$ cat src/rtl/tlb_probe_read.sv
// TLBP/TLBR sequencer: scans the 16-entry TLB through a single read port for a
// VPN2/ASID match, or reads one entry into EntryHi/EntryLo0/EntryLo1.
// Optional feature: define TLB_PROBE_EARLY_EXIT_EN to end a probe on its first hit.
module tlb_probe_read (
  input  logic        clk,
  input  logic        rst,
  input  logic        op_valid_i,
  output logic        op_ready_o,
  input  logic [1:0]  op_i,
  input  logic [31:0] index_i,
  input  logic [31:0] entryhi_i,
  output logic [3:0]  tlb_idx_o,
  input  logic [95:0] tlb_entry_i,
  output logic        done_o,
  output logic        index_we_o,
  output logic [31:0] index_o,
  output logic        entry_we_o,
  output logic [31:0] entryhi_o,
  output logic [31:0] entrylo0_o,
  output logic [31:0] entrylo1_o
);

  typedef enum logic [1:0] {IDLE, PROBE, READ, DONE} state_e;

  localparam logic [1:0] OpTlbp = 2'b01;
  localparam logic [1:0] OpTlbr = 2'b10;

  state_e      state_q, state_d;
  logic [1:0]  op_q;
  logic [18:0] vpn2_q;
  logic [7:0]  asid_q;
  logic [3:0]  ridx_q;
  logic [3:0]  cnt_q;
  logic        match_q;
  logic [3:0]  match_idx_q;
  logic [31:0] index_q, entryhi_q, lo0_q, lo1_q;

  logic accept, hit_now, last_scan;
  logic unused_bits;

  assign accept      = op_valid_i && (state_q == IDLE);
  assign hit_now     = (state_q == PROBE) && (tlb_entry_i[95:77] == vpn2_q)
                       && (tlb_entry_i[71:64] == asid_q);
  assign last_scan   = (cnt_q == 4'd15);
  assign unused_bits = ^{index_i[31:4], entryhi_i[12:8]};

  always_ff @(posedge clk) begin
    if (rst) state_q <= IDLE;
    else     state_q <= state_d;
  end

  always_comb begin
    state_d = state_q;
    case (state_q)
      IDLE: begin
        if (accept) begin
          case (op_i)
            OpTlbp:  state_d = PROBE;
            OpTlbr:  state_d = READ;
            default: state_d = DONE;
          endcase
        end
      end
      PROBE: begin
`ifdef TLB_PROBE_EARLY_EXIT_EN
        if (hit_now || last_scan) state_d = DONE;
`else
        if (last_scan) state_d = DONE;
`endif
      end
      READ:    state_d = DONE;
      DONE:    state_d = IDLE;
      default: state_d = IDLE;
    endcase
  end

  always_comb begin
    op_ready_o = (state_q == IDLE);
    done_o     = (state_q == DONE);
    index_we_o = (state_q == DONE) && (op_q == OpTlbp);
    entry_we_o = (state_q == DONE) && (op_q == OpTlbr);
    tlb_idx_o  = 4'd0;
    case (state_q)
      PROBE:   tlb_idx_o = cnt_q;
      READ:    tlb_idx_o = ridx_q;
      default: tlb_idx_o = 4'd0;
    endcase
  end

  assign index_o    = index_q;
  assign entryhi_o  = entryhi_q;
  assign entrylo0_o = lo0_q;
  assign entrylo1_o = lo1_q;

  // The earliest hit is kept; a hit on the final compare cycle is taken directly.
  always_ff @(posedge clk) begin
    if (rst) begin
      op_q        <= 2'b00;
      vpn2_q      <= '0;
      asid_q      <= '0;
      ridx_q      <= '0;
      cnt_q       <= '0;
      match_q     <= 1'b0;
      match_idx_q <= '0;
      index_q     <= '0;
      entryhi_q   <= '0;
      lo0_q       <= '0;
      lo1_q       <= '0;
    end else begin
      if (accept) begin
        op_q    <= op_i;
        vpn2_q  <= entryhi_i[31:13];
        asid_q  <= entryhi_i[7:0];
        ridx_q  <= index_i[3:0];
        cnt_q   <= 4'd0;
        match_q <= 1'b0;
      end
      if (state_q == PROBE) begin
        if (!last_scan) cnt_q <= cnt_q + 4'd1;
        if (hit_now && !match_q) begin
          match_q     <= 1'b1;
          match_idx_q <= cnt_q;
        end
        if (state_d == DONE) begin
          if (match_q)      index_q <= {28'b0, match_idx_q};
          else if (hit_now) index_q <= {28'b0, cnt_q};
          else              index_q <= 32'h8000_0000;
        end
      end
      if (state_q == READ) begin
        entryhi_q <= tlb_entry_i[95:64];
        lo0_q     <= tlb_entry_i[63:32];
        lo1_q     <= tlb_entry_i[31:0];
      end
    end
  end

endmodule

$ cat config.mk
export PLATFORM = sky130hd
export DESIGN_NAME = tlb_probe_read
export DESIGN_NICKNAME = d
export VERILOG_FILES = /design/src/rtl/tlb_probe_read.sv
export SDC_FILE = /design/constraint.sdc
export NUM_CORES = 1
export LEC_CHECK = 0
export CAP_MARGIN = 20
export CELL_PAD_IN_SITES_DETAIL_PLACEMENT = 0
export CELL_PAD_IN_SITES_GLOBAL_PLACEMENT = 1
export CORE_MARGIN = 2
export CORE_UTILIZATION = 26
export CTS_CLUSTER_SIZE = 8
export DETAILED_ROUTE_END_ITERATION = 7
export PLACE_DENSITY_LB_ADDON = 0.1
export SLEW_MARGIN = 30
export SYNTH_ARGS = -nofsm -noshare
export SYNTH_HDL_FRONTEND = slang
export SYNTH_SLANG_ARGS = --single-unit
$ cat constraint.sdc
create_clock -name clk -period 1.87 [get_ports clk]
set_input_delay 0.187 -clock clk [delete_from_list [all_inputs] [get_ports clk]]
set_output_delay 0.187 -clock clk [all_outputs]
set_load 0.01 [all_outputs]
======== After elaboration in Yosys (flattened, before gate mapping) ========
Cells that the tools add are included.
storage, ports and cells
  register bits after elaboration ......... 172
  input bits .............................. 165
  output and inout bits ................... 136
  word-level logic and storage cells ...... 47
cells by class
  add/sub/neg operators ................... 1
  eq/ne operators ......................... 11
  mux-type cells .......................... 13
  reductions and logical operators ........ 10
operator list
  cell                   number
  $mux W32               2
  $eq A19 B19 Y1         1
  $mux W4                3
  $eq A2 B2 Y1 const B   5
  $eq A8 B8 Y1           1
  $pmux W2 S4            1
  $pmux W4 S2            1
  $eq A2 B1 Y1 const B   3
  $logic_and A1 B1 Y1    6
  $add A4 B1 Y4 const B  1
  $eq A4 B4 Y1 const B   1
  $mux W2                2
  $pmux W2 S2            1
  $reduce_and A2 Y1      2
  $mux W1                3
  $logic_not A2 Y1       1
  $logic_not A1 Y1       1

======== Longest topological paths before layout ========
Gate-level depths: netlist of run 1.
  word-level depth ........................ 6
  depth in mapped cells ................... 8
  gate-level depth less buffers ........... 7

======== Least setup slack after synthesis of run 1 ========
OpenSTA, ideal clock, no wires.
  kind .................................... reg-to-reg
  from .................................... register state_q[0]
  to ...................................... register index_q[31], in the netlist index_o[31]
  library setup time ...................... 0.067 ns
  arrival ................................. 1.894 ns
  data required time ...................... 1.803 ns
  slack ................................... -0.091 ns
  stages on the path, launching flop included .. 9
  buffers on the path ..................... 1
  period minus slack after synthesis ...... 1.961 ns
  cell sequence ........................... dfxtp_1 > inv_1 > ha_1 > and2_4 > buf_6 > a311oi_4 > o211ai_4 > a211o_1 > a21oi_2
on the way
  word-level cells in the longest chain between the ends .. 6
  elaborated cells on any way between the ends .. 14
  classes of those cells .................. eq/ne: 4; mux: 5; reduce/logical: 5
ends and longest elaborated chain
  what                                  line  RTL
  start: declaration                    28    state_e state_q, state_d;
  start signal: assignment              49    else state_q <= state_d;
  $logic_not A2 Y1 *                    -
  net op_ready_o                        8     output logic op_ready_o,
  $logic_and A1 B1 Y1                   41    assign accept = op_valid_i && (state_q == IDLE);
  $mux W2                               56    if (accept) begin
  $pmux W2 S4 *                         54    case (state_q)
  $eq A2 B2 Y1 *                        124   if (state_d == DONE) begin
  $reduce_and A2 Y1 (no source line) *  -
  end signal: assignment                125   if (match_q) index_q <= {28'b0, match_idx_q};
  end signal: assignment                126   else if (hit_now) index_q <= {28'b0, cnt_q};
  end: declaration                      36    logic [31:0] index_q, entryhi_q, lo0_q, lo1_q;
The timed path passes the listed nets; every way through them passes the cells marked *.
A chain may end at the register's enable or synchronous reset.

======== Worst setup path after layout of run 1 ========
  from .................................... register state_q[0]
  to ...................................... register index_q[31], in the netlist index_o[31]
on the way
  word-level cells in the longest chain between the ends .. 6
  elaborated cells on any way between the ends .. 14
  classes of those cells .................. eq/ne: 4; mux: 5; reduce/logical: 5
ends and longest elaborated chain
  what                                line
  $logic_not A2 Y1                    41, 54
  $logic_and A1 B1 Y1                 41
  $mux W2                             56
  $pmux W2 S4                         54
  $eq A2 B2 Y1                        124
  $reduce_and A2 Y1 (no source line)  -
Parallel ways exist; a longest one is shown, timed or not.

==> impl_results.rst, run 1 <==
.. list-table::
   :header-rows: 1

   * - Metric
     - Value
   * - Result of the run
     - finished clean
   * - Netlist cell types
     - 37
   * - Initial cell density of the core
     - 0.264
   * - Worst endpoint required time
     - 2220 ps
   * - Via density per instance
     - around 4.3
   * - Number of flip-flops and latches in the synthesized netlist
     - ~150
   * - Overall die area
     - around 0.024 sq mm
   * - Global-route wire length before repair
     - ~28 mm
   * - Sequential share of power
     - 0.340
   * - Maximum clock frequency
     - 0.552 GHz
   * - Clock transition at the registers of the reported paths
     - ~60 ps
   * - Maximum number of pins on one net before global-route repair
     - 57
   * - Total placed cells including tap cells
     - approximately 1100
   * - Die X
     - ~160 um
   * - 1st-iter DRT viols
     - between 200 and 250
   * - WS Path Type
     - reg -> reg
   * - TritonCTS buffer count
     - 17
   * - Routed Wire Length
     - between 15 and 20 mm
   * - Layout cells sized above 1
     - 0.0912
   * - Setup skew after layout
     - approximately 9.5 ps
   * - GR Overflow Total
     - 0
   * - Final antenna-violating net count
     - 0
   * - Category of the worst setup path capture point
     - register
   * - Io pins
     - between 300 and 400
   * - Max-cap violations
     - 0
   * - Kind of start point of the critical path
     - register
   * - Net count reported at finish
     - around 1000
   * - Routed wire per std cell
     - around 15 um
   * - Clock sink count
     - around 150
   * - Power, Total
     - about 12 mW
   * - Most common cell after layout, fill and taps aside
     - sky130_fd_sc_hd__clkdlybuf4s50_1
   * - Top library cells by usage in the layout, fill and taps aside
     - 231 x sky130_fd_sc_hd__clkdlybuf4s50_1, 143 x sky130_fd_sc_hd__dfxtp_1, 104 x sky130_fd_sc_hd__nor2_1, 104 x sky130_fd_sc_hd__mux2i_1, 75 x sky130_fd_sc_hd__nand2_1
   * - Number of H-tree levels
     - 4
   * - Fin. max-slew vios
     - 0
   * - Std-Cell Core Area
     - between 0.02 and 0.025 sq mm
   * - Internal Pwr Total
     - between 8 and 9 mW
   * - Measured slew at the worst slew-check pin
     - 592 ps
   * - TritonCTS clock tree
     - built
   * - Total setup violations reported at the end of the flow
     - 0
   * - Number of enable flip-flop cells after synthesis
     - 0
   * - IR drop worst, VDD
     - between 0.4 and 0.5 mV
   * - Hold Vio Cnt, Final
     - 0
   * - Number of I/O port buffers
     - between 200 and 250
   * - Async set or reset register ratio after synthesis
     - 0
   * - Total via count after detailed routing
     - about 5000
   * - Clk pwr share
     - 0.306
   * - Initial antenna violation count
     - 0
   * - Proportion of total power due to net switching
     - 0.311
   * - Tightest Hold Check Type
     - in -> reg
   * - HPWL after detailed placement
     - 13.4 mm
   * - Peak fanout along the critical path
     - 5
   * - Overall track demand over capacity in global routing
     - 0.147
   * - Last weighted congestion value of the routability-driven placer
     - about 0.73
   * - Die span in y
     - 155 um
   * - Final routed DRC violation total
     - 0
   * - Pwr/cell area
     - 1250 mW/mm^2
   * - Buffer levels on the longest clock path
     - 2
   * - Fraction of the cycle the final worst path needs
     - 0.969
   * - Gate power share
     - 0.354
   * - Static Leakage
     - 3.49 nW
   * - Warning count from the yosys run
     - 0
   * - Switching power total
     - roughly 3.6 mW
   * - Number of global-route vias before repair
     - roughly 5000
   * - Dominant synthesized flop cell
     - sky130_fd_sc_hd__dfxtp_1
   * - Number of filler instances in the final layout
     - about 2200
   * - Final-layout setup total negative slack
     - 0 ps
   * - Number of standard cells in the final layout excluding fillers
     - about 1200
   * - Proportion of synthesized chip area in sequential cells
     - 0.487
   * - Post-synthesis area per instance
     - between 9 and 10 sq um
   * - Number of iterations in the first detailed-routing pass
     - 4
   * - Clock network latency to the later pin of the worst-skew pair
     - 420 ps
   * - Root Buffer Master
     - sky130_fd_sc_hd__clkbuf_16
   * - Cell Area, Synth
     - around 0.0060 sq mm
   * - Unrepaired setup endpoints after global routing
     - yes
   * - Gate count of the mapped netlist
     - 629
   * - Tmin final
     - around 1800 ps
   * - Relative max-transition margin
     - 0.605
   * - Relative area change from synthesis to final layout
     - 57.8%
   * - Number of placement rows
     - 55
   * - Antenna cells
     - 0
   * - Data arrival time of the worst path
     - 2160 ps
critical path, cell delays in order, from the launching register on:
cell                       delay, ps
sky130_fd_sc_hd__dfxtp_2         340
sky130_fd_sc_hd__inv_2            60
sky130_fd_sc_hd__ha_4            170
sky130_fd_sc_hd__and4b_1         210
sky130_fd_sc_hd__o31ai_4         330
sky130_fd_sc_hd__o211ai_2        220
sky130_fd_sc_hd__a211o_1         280
sky130_fd_sc_hd__a21oi_2         120
path summary, 6_finish.rpt:
| check | start | end | slack (ps) | cells past startpoint |
|---|---|---|---|---|
| setup / recovery | state_q[0] | index_o[31] | 60 | 7 |
| hold / removal | rst | entrylo0_o[16] | 250 | 2 |
| setup reg to reg | state_q[0] | index_o[31] | 60 | 7 |
| hold reg to reg | asid_q[4] | asid_q[4] | 460 | 2 |
metrics by stage:
stage | cell area, sq um | hold WS [ps] | util | setup WS (ps)
after floorplan | 6050 | 323 | - | 22.1
after global placement | 8690 | 450 | 0.385 | -296
after detailed placement | 8690 | 456 | 0.385 | -251
after CTS | 9340 | 234 | 0.414 | 7.17
after global routing | 9400 | 262 | 0.416 | -11.9
final | 9400 | 250 | 0.416 | 58.0
power by group through the flow:
stage	clock network [mW]	logic, mW	registers, mW
floorplan	0	2.13	4.22
global placement	0	4.04	4.03
detailed placement	0	4.07	4.05
CTS	3.72	4.15	4.00
global route	3.86	4.49	4.07
finish	3.58	4.15	3.99
layer usage:
layer,GRT usage,part of all wire,routed length (um),vias to the layer above
met1,0.179,0.43,7880,2305
met3,0.0582,0.078,1420,22
met4,0.0533,0.020,369,0
li1,-,-,-,2530
met2,0.235,0.47,8500,185
met5,0,0,0,-
repair_timing:
action	4_1_cts	5_1_grt
hold buffers	0	0
buffers inserted	2	0
gates resized for setup	15	14
pin swaps	0	6
setup endpoints to repair	10	16
cloned	0	1
synth_stat cells (2+ instances only):
cell type                  number  area, sq um
sky130_fd_sc_hd__inv_1          4         15.0
sky130_fd_sc_hd__o31ai_1        4         30.0
sky130_fd_sc_hd__a22oi_1        4         30.0
sky130_fd_sc_hd__xnor2_1       27          236
sky130_fd_sc_hd__nor2b_1       10         62.6
sky130_fd_sc_hd__dfxtp_1      145         2900
sky130_fd_sc_hd__nor2_1       104          390
sky130_fd_sc_hd__a21oi_1       40          200
sky130_fd_sc_hd__ha_1           6         75.1
sky130_fd_sc_hd__mux2i_1      104         1040
sky130_fd_sc_hd__buf_4         27          203
sky130_fd_sc_hd__nand4_1        8         50.1
sky130_fd_sc_hd__nand3_1        4         20.0
sky130_fd_sc_hd__buf_2          9         45.0
sky130_fd_sc_hd__nand2b_1      10         62.6
sky130_fd_sc_hd__clkbuf_1      26         97.6
sky130_fd_sc_hd__or2_2          2         12.5
sky130_fd_sc_hd__nand2_1       76          285
registers in the layout (all words and copies together) (netlist names), 2 cells and up:
register and flops:
state_q 2, cnt_q 4, op_q 2, ridx_q 4, entrylo0_o 32, entryhi_o 32, vpn2_q 19, entrylo1_o 32
asid_q 8, match_idx_q 4, index_o 5
logic make-up after synthesis:
| logic type | synth area share |
|---|---|
| mux | 0.175 |
| fa+ha+maj | 0.0126 |
| compound gates | 0.0633 |
| xor+xnor | 0.0412 |
| simple gates | 0.157 |
| buf+inv | 0.0630 |
| other cells | 0.000630 |
| flops | 0.487 |
final cells by class:
class	instances	area, sq um	area share
Sequential cell	145	2910	0.309
Multi-Input combinational cell	443	2870	0.305
Timing Repair Buffer	265	2640	0.280
Clock buffer	18	429	0.0457
Tap cell	285	357	0.0379
Clock inverter	13	188	0.0200
Inverter	4	15.0	0.00160
Note: power is estimated with default switching activity, not from simulation.
==> run 2: changes to the inputs <==
--- a/config.mk
+++ b/config.mk
@@ -5,7 +5,7 @@
 export SDC_FILE = /design/constraint.sdc
 export NUM_CORES = 1
 export LEC_CHECK = 0
-export CAP_MARGIN = 20
+export CAP_MARGIN = 30
 export CELL_PAD_IN_SITES_DETAIL_PLACEMENT = 0
 export CELL_PAD_IN_SITES_GLOBAL_PLACEMENT = 1
 export CORE_MARGIN = 2
==> results of run 2 <==
The final DEF is identical to that of run 1; final timing and power are the same.
==> run 3: changes to the inputs <==
--- a/config.mk
+++ b/config.mk
@@ -10,6 +10,7 @@
 export CELL_PAD_IN_SITES_GLOBAL_PLACEMENT = 1
 export CORE_MARGIN = 2
 export CORE_UTILIZATION = 26
+export CTS_BUF_LIST = sky130_fd_sc_hd__clkbuf_16
 export CTS_CLUSTER_SIZE = 8
 export DETAILED_ROUTE_END_ITERATION = 7
 export PLACE_DENSITY_LB_ADDON = 0.1
==> impl_results.rst, run 3 (synthesis results as in run 1) <==
.. list-table::
   :header-rows: 1

   * - Metric
     - Value
   * - Maximum clock frequency
     - 0.552 GHz
   * - WS Path Type
     - reg -> reg
   * - Clk pwr share
     - 0.305
   * - Net count reported at finish
     - around 1000
   * - Fraction of the cycle the final worst path needs
     - 0.969
   * - Switching power total
     - 3.65 mW
   * - Relative max-transition margin
     - 0.606
   * - Static Leakage
     - 3.50 nW
   * - Clock sink count
     - between 100 and 150
   * - Number of global-route vias before repair
     - about 5000
   * - Ordered list of cells on the worst path
     - inv_2 > ha_4 > and4b_1 > o31ai_4 > o211ai_2 > a211o_1 > a21oi_2
   * - Routed Wire Length
     - 18.2 mm
   * - Hold Vio Cnt, Final
     - 0
   * - Setup slack at placement
     - -251 ps
   * - Power, Total
     - 11.7 mW
   * - GR Overflow Total
     - 0
   * - Unrepaired setup endpoints after global routing
     - yes
   * - Cell area after placement
     - around 0.0087 sq mm
   * - Number of H-tree levels
     - 4
   * - Internal Pwr Total
     - 8.08 mW
   * - Setup skew after layout
     - about 9.5 ps
   * - Buffer levels on the longest clock path
     - 2
   * - Fin. max-slew vios
     - 0
   * - Global-route wire length before repair
     - roughly 28 mm
   * - Overall track demand over capacity in global routing
     - 0.147
   * - Finished Cell Area
     - around 0.0094 sq mm
   * - Final antenna-violating net count
     - 0
   * - Via density per instance
     - between 4 and 5
   * - Result of the run
     - finished clean
   * - Peak per-stage delay on the critical path
     - between 300 and 400 ps
   * - Antenna cells
     - 0
   * - Number of filler instances in the final layout
     - roughly 2200
   * - Category of the worst setup path capture point
     - register
   * - Peak fanout along the critical path
     - 5
   * - Kind of start point of the critical path
     - register
   * - Number of standard cells in the final layout excluding fillers
     - around 1200
   * - Layout cells sized above 1
     - 0.0912
   * - Root Buffer Master
     - sky130_fd_sc_hd__clkbuf_16
   * - Data arrival time of the worst path
     - 2160 ps
   * - HPWL after detailed placement
     - around 13 mm
   * - Top library cells by usage in the layout, fill and taps aside
     - 231 x sky130_fd_sc_hd__clkdlybuf4s50_1, 143 x sky130_fd_sc_hd__dfxtp_1, 104 x sky130_fd_sc_hd__nor2_1, 104 x sky130_fd_sc_hd__mux2i_1, 75 x sky130_fd_sc_hd__nand2_1
   * - Die X
     - between 150 and 200 um
   * - Measured slew at the worst slew-check pin
     - between 500 and 600 ps
   * - Initial antenna violation count
     - 0
   * - Gate power share
     - 0.354
   * - Total setup violations reported at the end of the flow
     - 0
   * - IR drop worst, VDD
     - 0.469 mV
   * - Tightest Hold Check Type
     - in -> reg
   * - Tmin final
     - approximately 1800 ps
   * - TritonCTS clock tree
     - built
   * - Std-Cell Core Area
     - roughly 0.023 sq mm
   * - Sequential share of power
     - 0.341
   * - Routed wire per std cell
     - 15.5 um
   * - Proportion of total power due to net switching
     - 0.311
   * - Final-layout setup total negative slack
     - 0 ps
   * - Post-route core utilization
     - 0.416
   * - Relative area change from synthesis to final layout
     - 57.8%
   * - Number of placement rows
     - 55
   * - Last weighted congestion value of the routability-driven placer
     - 0.725
   * - Worst endpoint required time
     - 2220 ps
   * - Cell with the largest stage delay on the worst path
     - sky130_fd_sc_hd__dfxtp_2
   * - Final routed DRC violation total
     - 0
   * - Io pins
     - ~300
   * - Total placed cells including tap cells
     - roughly 1100
   * - Die span in y
     - ~160 um
   * - Pwr/cell area
     - approximately 1200 mW/mm^2
   * - Number of iterations in the first detailed-routing pass
     - 4
   * - Most common cell after layout, fill and taps aside
     - sky130_fd_sc_hd__clkdlybuf4s50_1
   * - Clock transition at the registers of the reported paths
     - ~60 ps
   * - Overall die area
     - 0.0241 sq mm
   * - Reg2Reg Setup Slack
     - 60 ps
   * - TritonCTS buffer count
     - 17
   * - Final WS setup
     - just under 60 ps
   * - Maximum number of pins on one net before global-route repair
     - 57
   * - Max-cap violations
     - 0
   * - Number of I/O port buffers
     - 240
   * - Clock network latency to the later pin of the worst-skew pair
     - about 400 ps
   * - Worst hold-check slack
     - around 250 ps
   * - Hold buffers post-CTS
     - 0
   * - 1st-iter DRT viols
     - roughly 230
   * - Total via count after detailed routing
     - ~5000
   * - Initial cell density of the core
     - 0.264
-- run 3: layout make-up --
class | count | area [sq um] | share of cell area
Sequential cell | 145 | 2910 | 0.309
Multi-Input combinational cell | 443 | 2870 | 0.305
Timing Repair Buffer | 265 | 2640 | 0.280
Clock buffer | 17 | 425 | 0.0453
Tap cell | 285 | 357 | 0.0379
Clock inverter | 14 | 191 | 0.0204
Inverter | 4 | 15.0 | 0.00160
-- run 3: power groups by stage --
stage               Combinational (mW)  Clock, mW  Sequential (mW)
floorplan                         2.13          0             4.22
global placement                  4.04          0             4.03
finish                            4.15       3.58             3.99
CTS                               4.15       3.71             4.00
global route                      4.49       3.86             4.07
detailed placement                4.07          0             4.05
-- run 3: worst max-delay path: cells and delay by family, from the launching register on --
| family | cells | cell delay (ps) |
|---|---|---|
| and+or+nand+nor | 1 | 210 |
| DFF | 1 | 340 |
| adders and majority gates | 1 | 170 |
| AOI/OAI and AO/OA | 4 | 950 |
| buffers and inverters | 1 | 60 |
-- run 3: what timing repair did --
item	4_1_cts	5_1_grt
setup buffers	2	0
pin swaps	0	6
cloned	0	1
gates resized for setup	15	14
setup endpoints to repair	10	16
-- run 3: path summary, 6_finish.rpt --
| path | startpoint | to | cells after the start |
|---|---|---|---|
| worst min register to register | asid_q[4] | asid_q[4] | 2 |
| worst max-delay path | state_q[0] | index_o[31] | 7 |
| worst min-delay path | rst | entrylo0_o[16] | 2 |
| worst max register to register | state_q[0] | index_o[31] | 7 |
-- run 3: layer usage --
| layer | GRT usage | part of all wire | wire (um) | up-vias |
|---|---|---|---|---|
| met4 | 0.0533 | 0.019 | 346 | 0 |
| met5 | 0 | 0 | 0 | - |
| met3 | 0.0582 | 0.078 | 1420 | 21 |
| met1 | 0.179 | 0.43 | 7880 | 2305 |
| met2 | 0.235 | 0.47 | 8520 | 184 |
| li1 | - | - | - | 2530 |
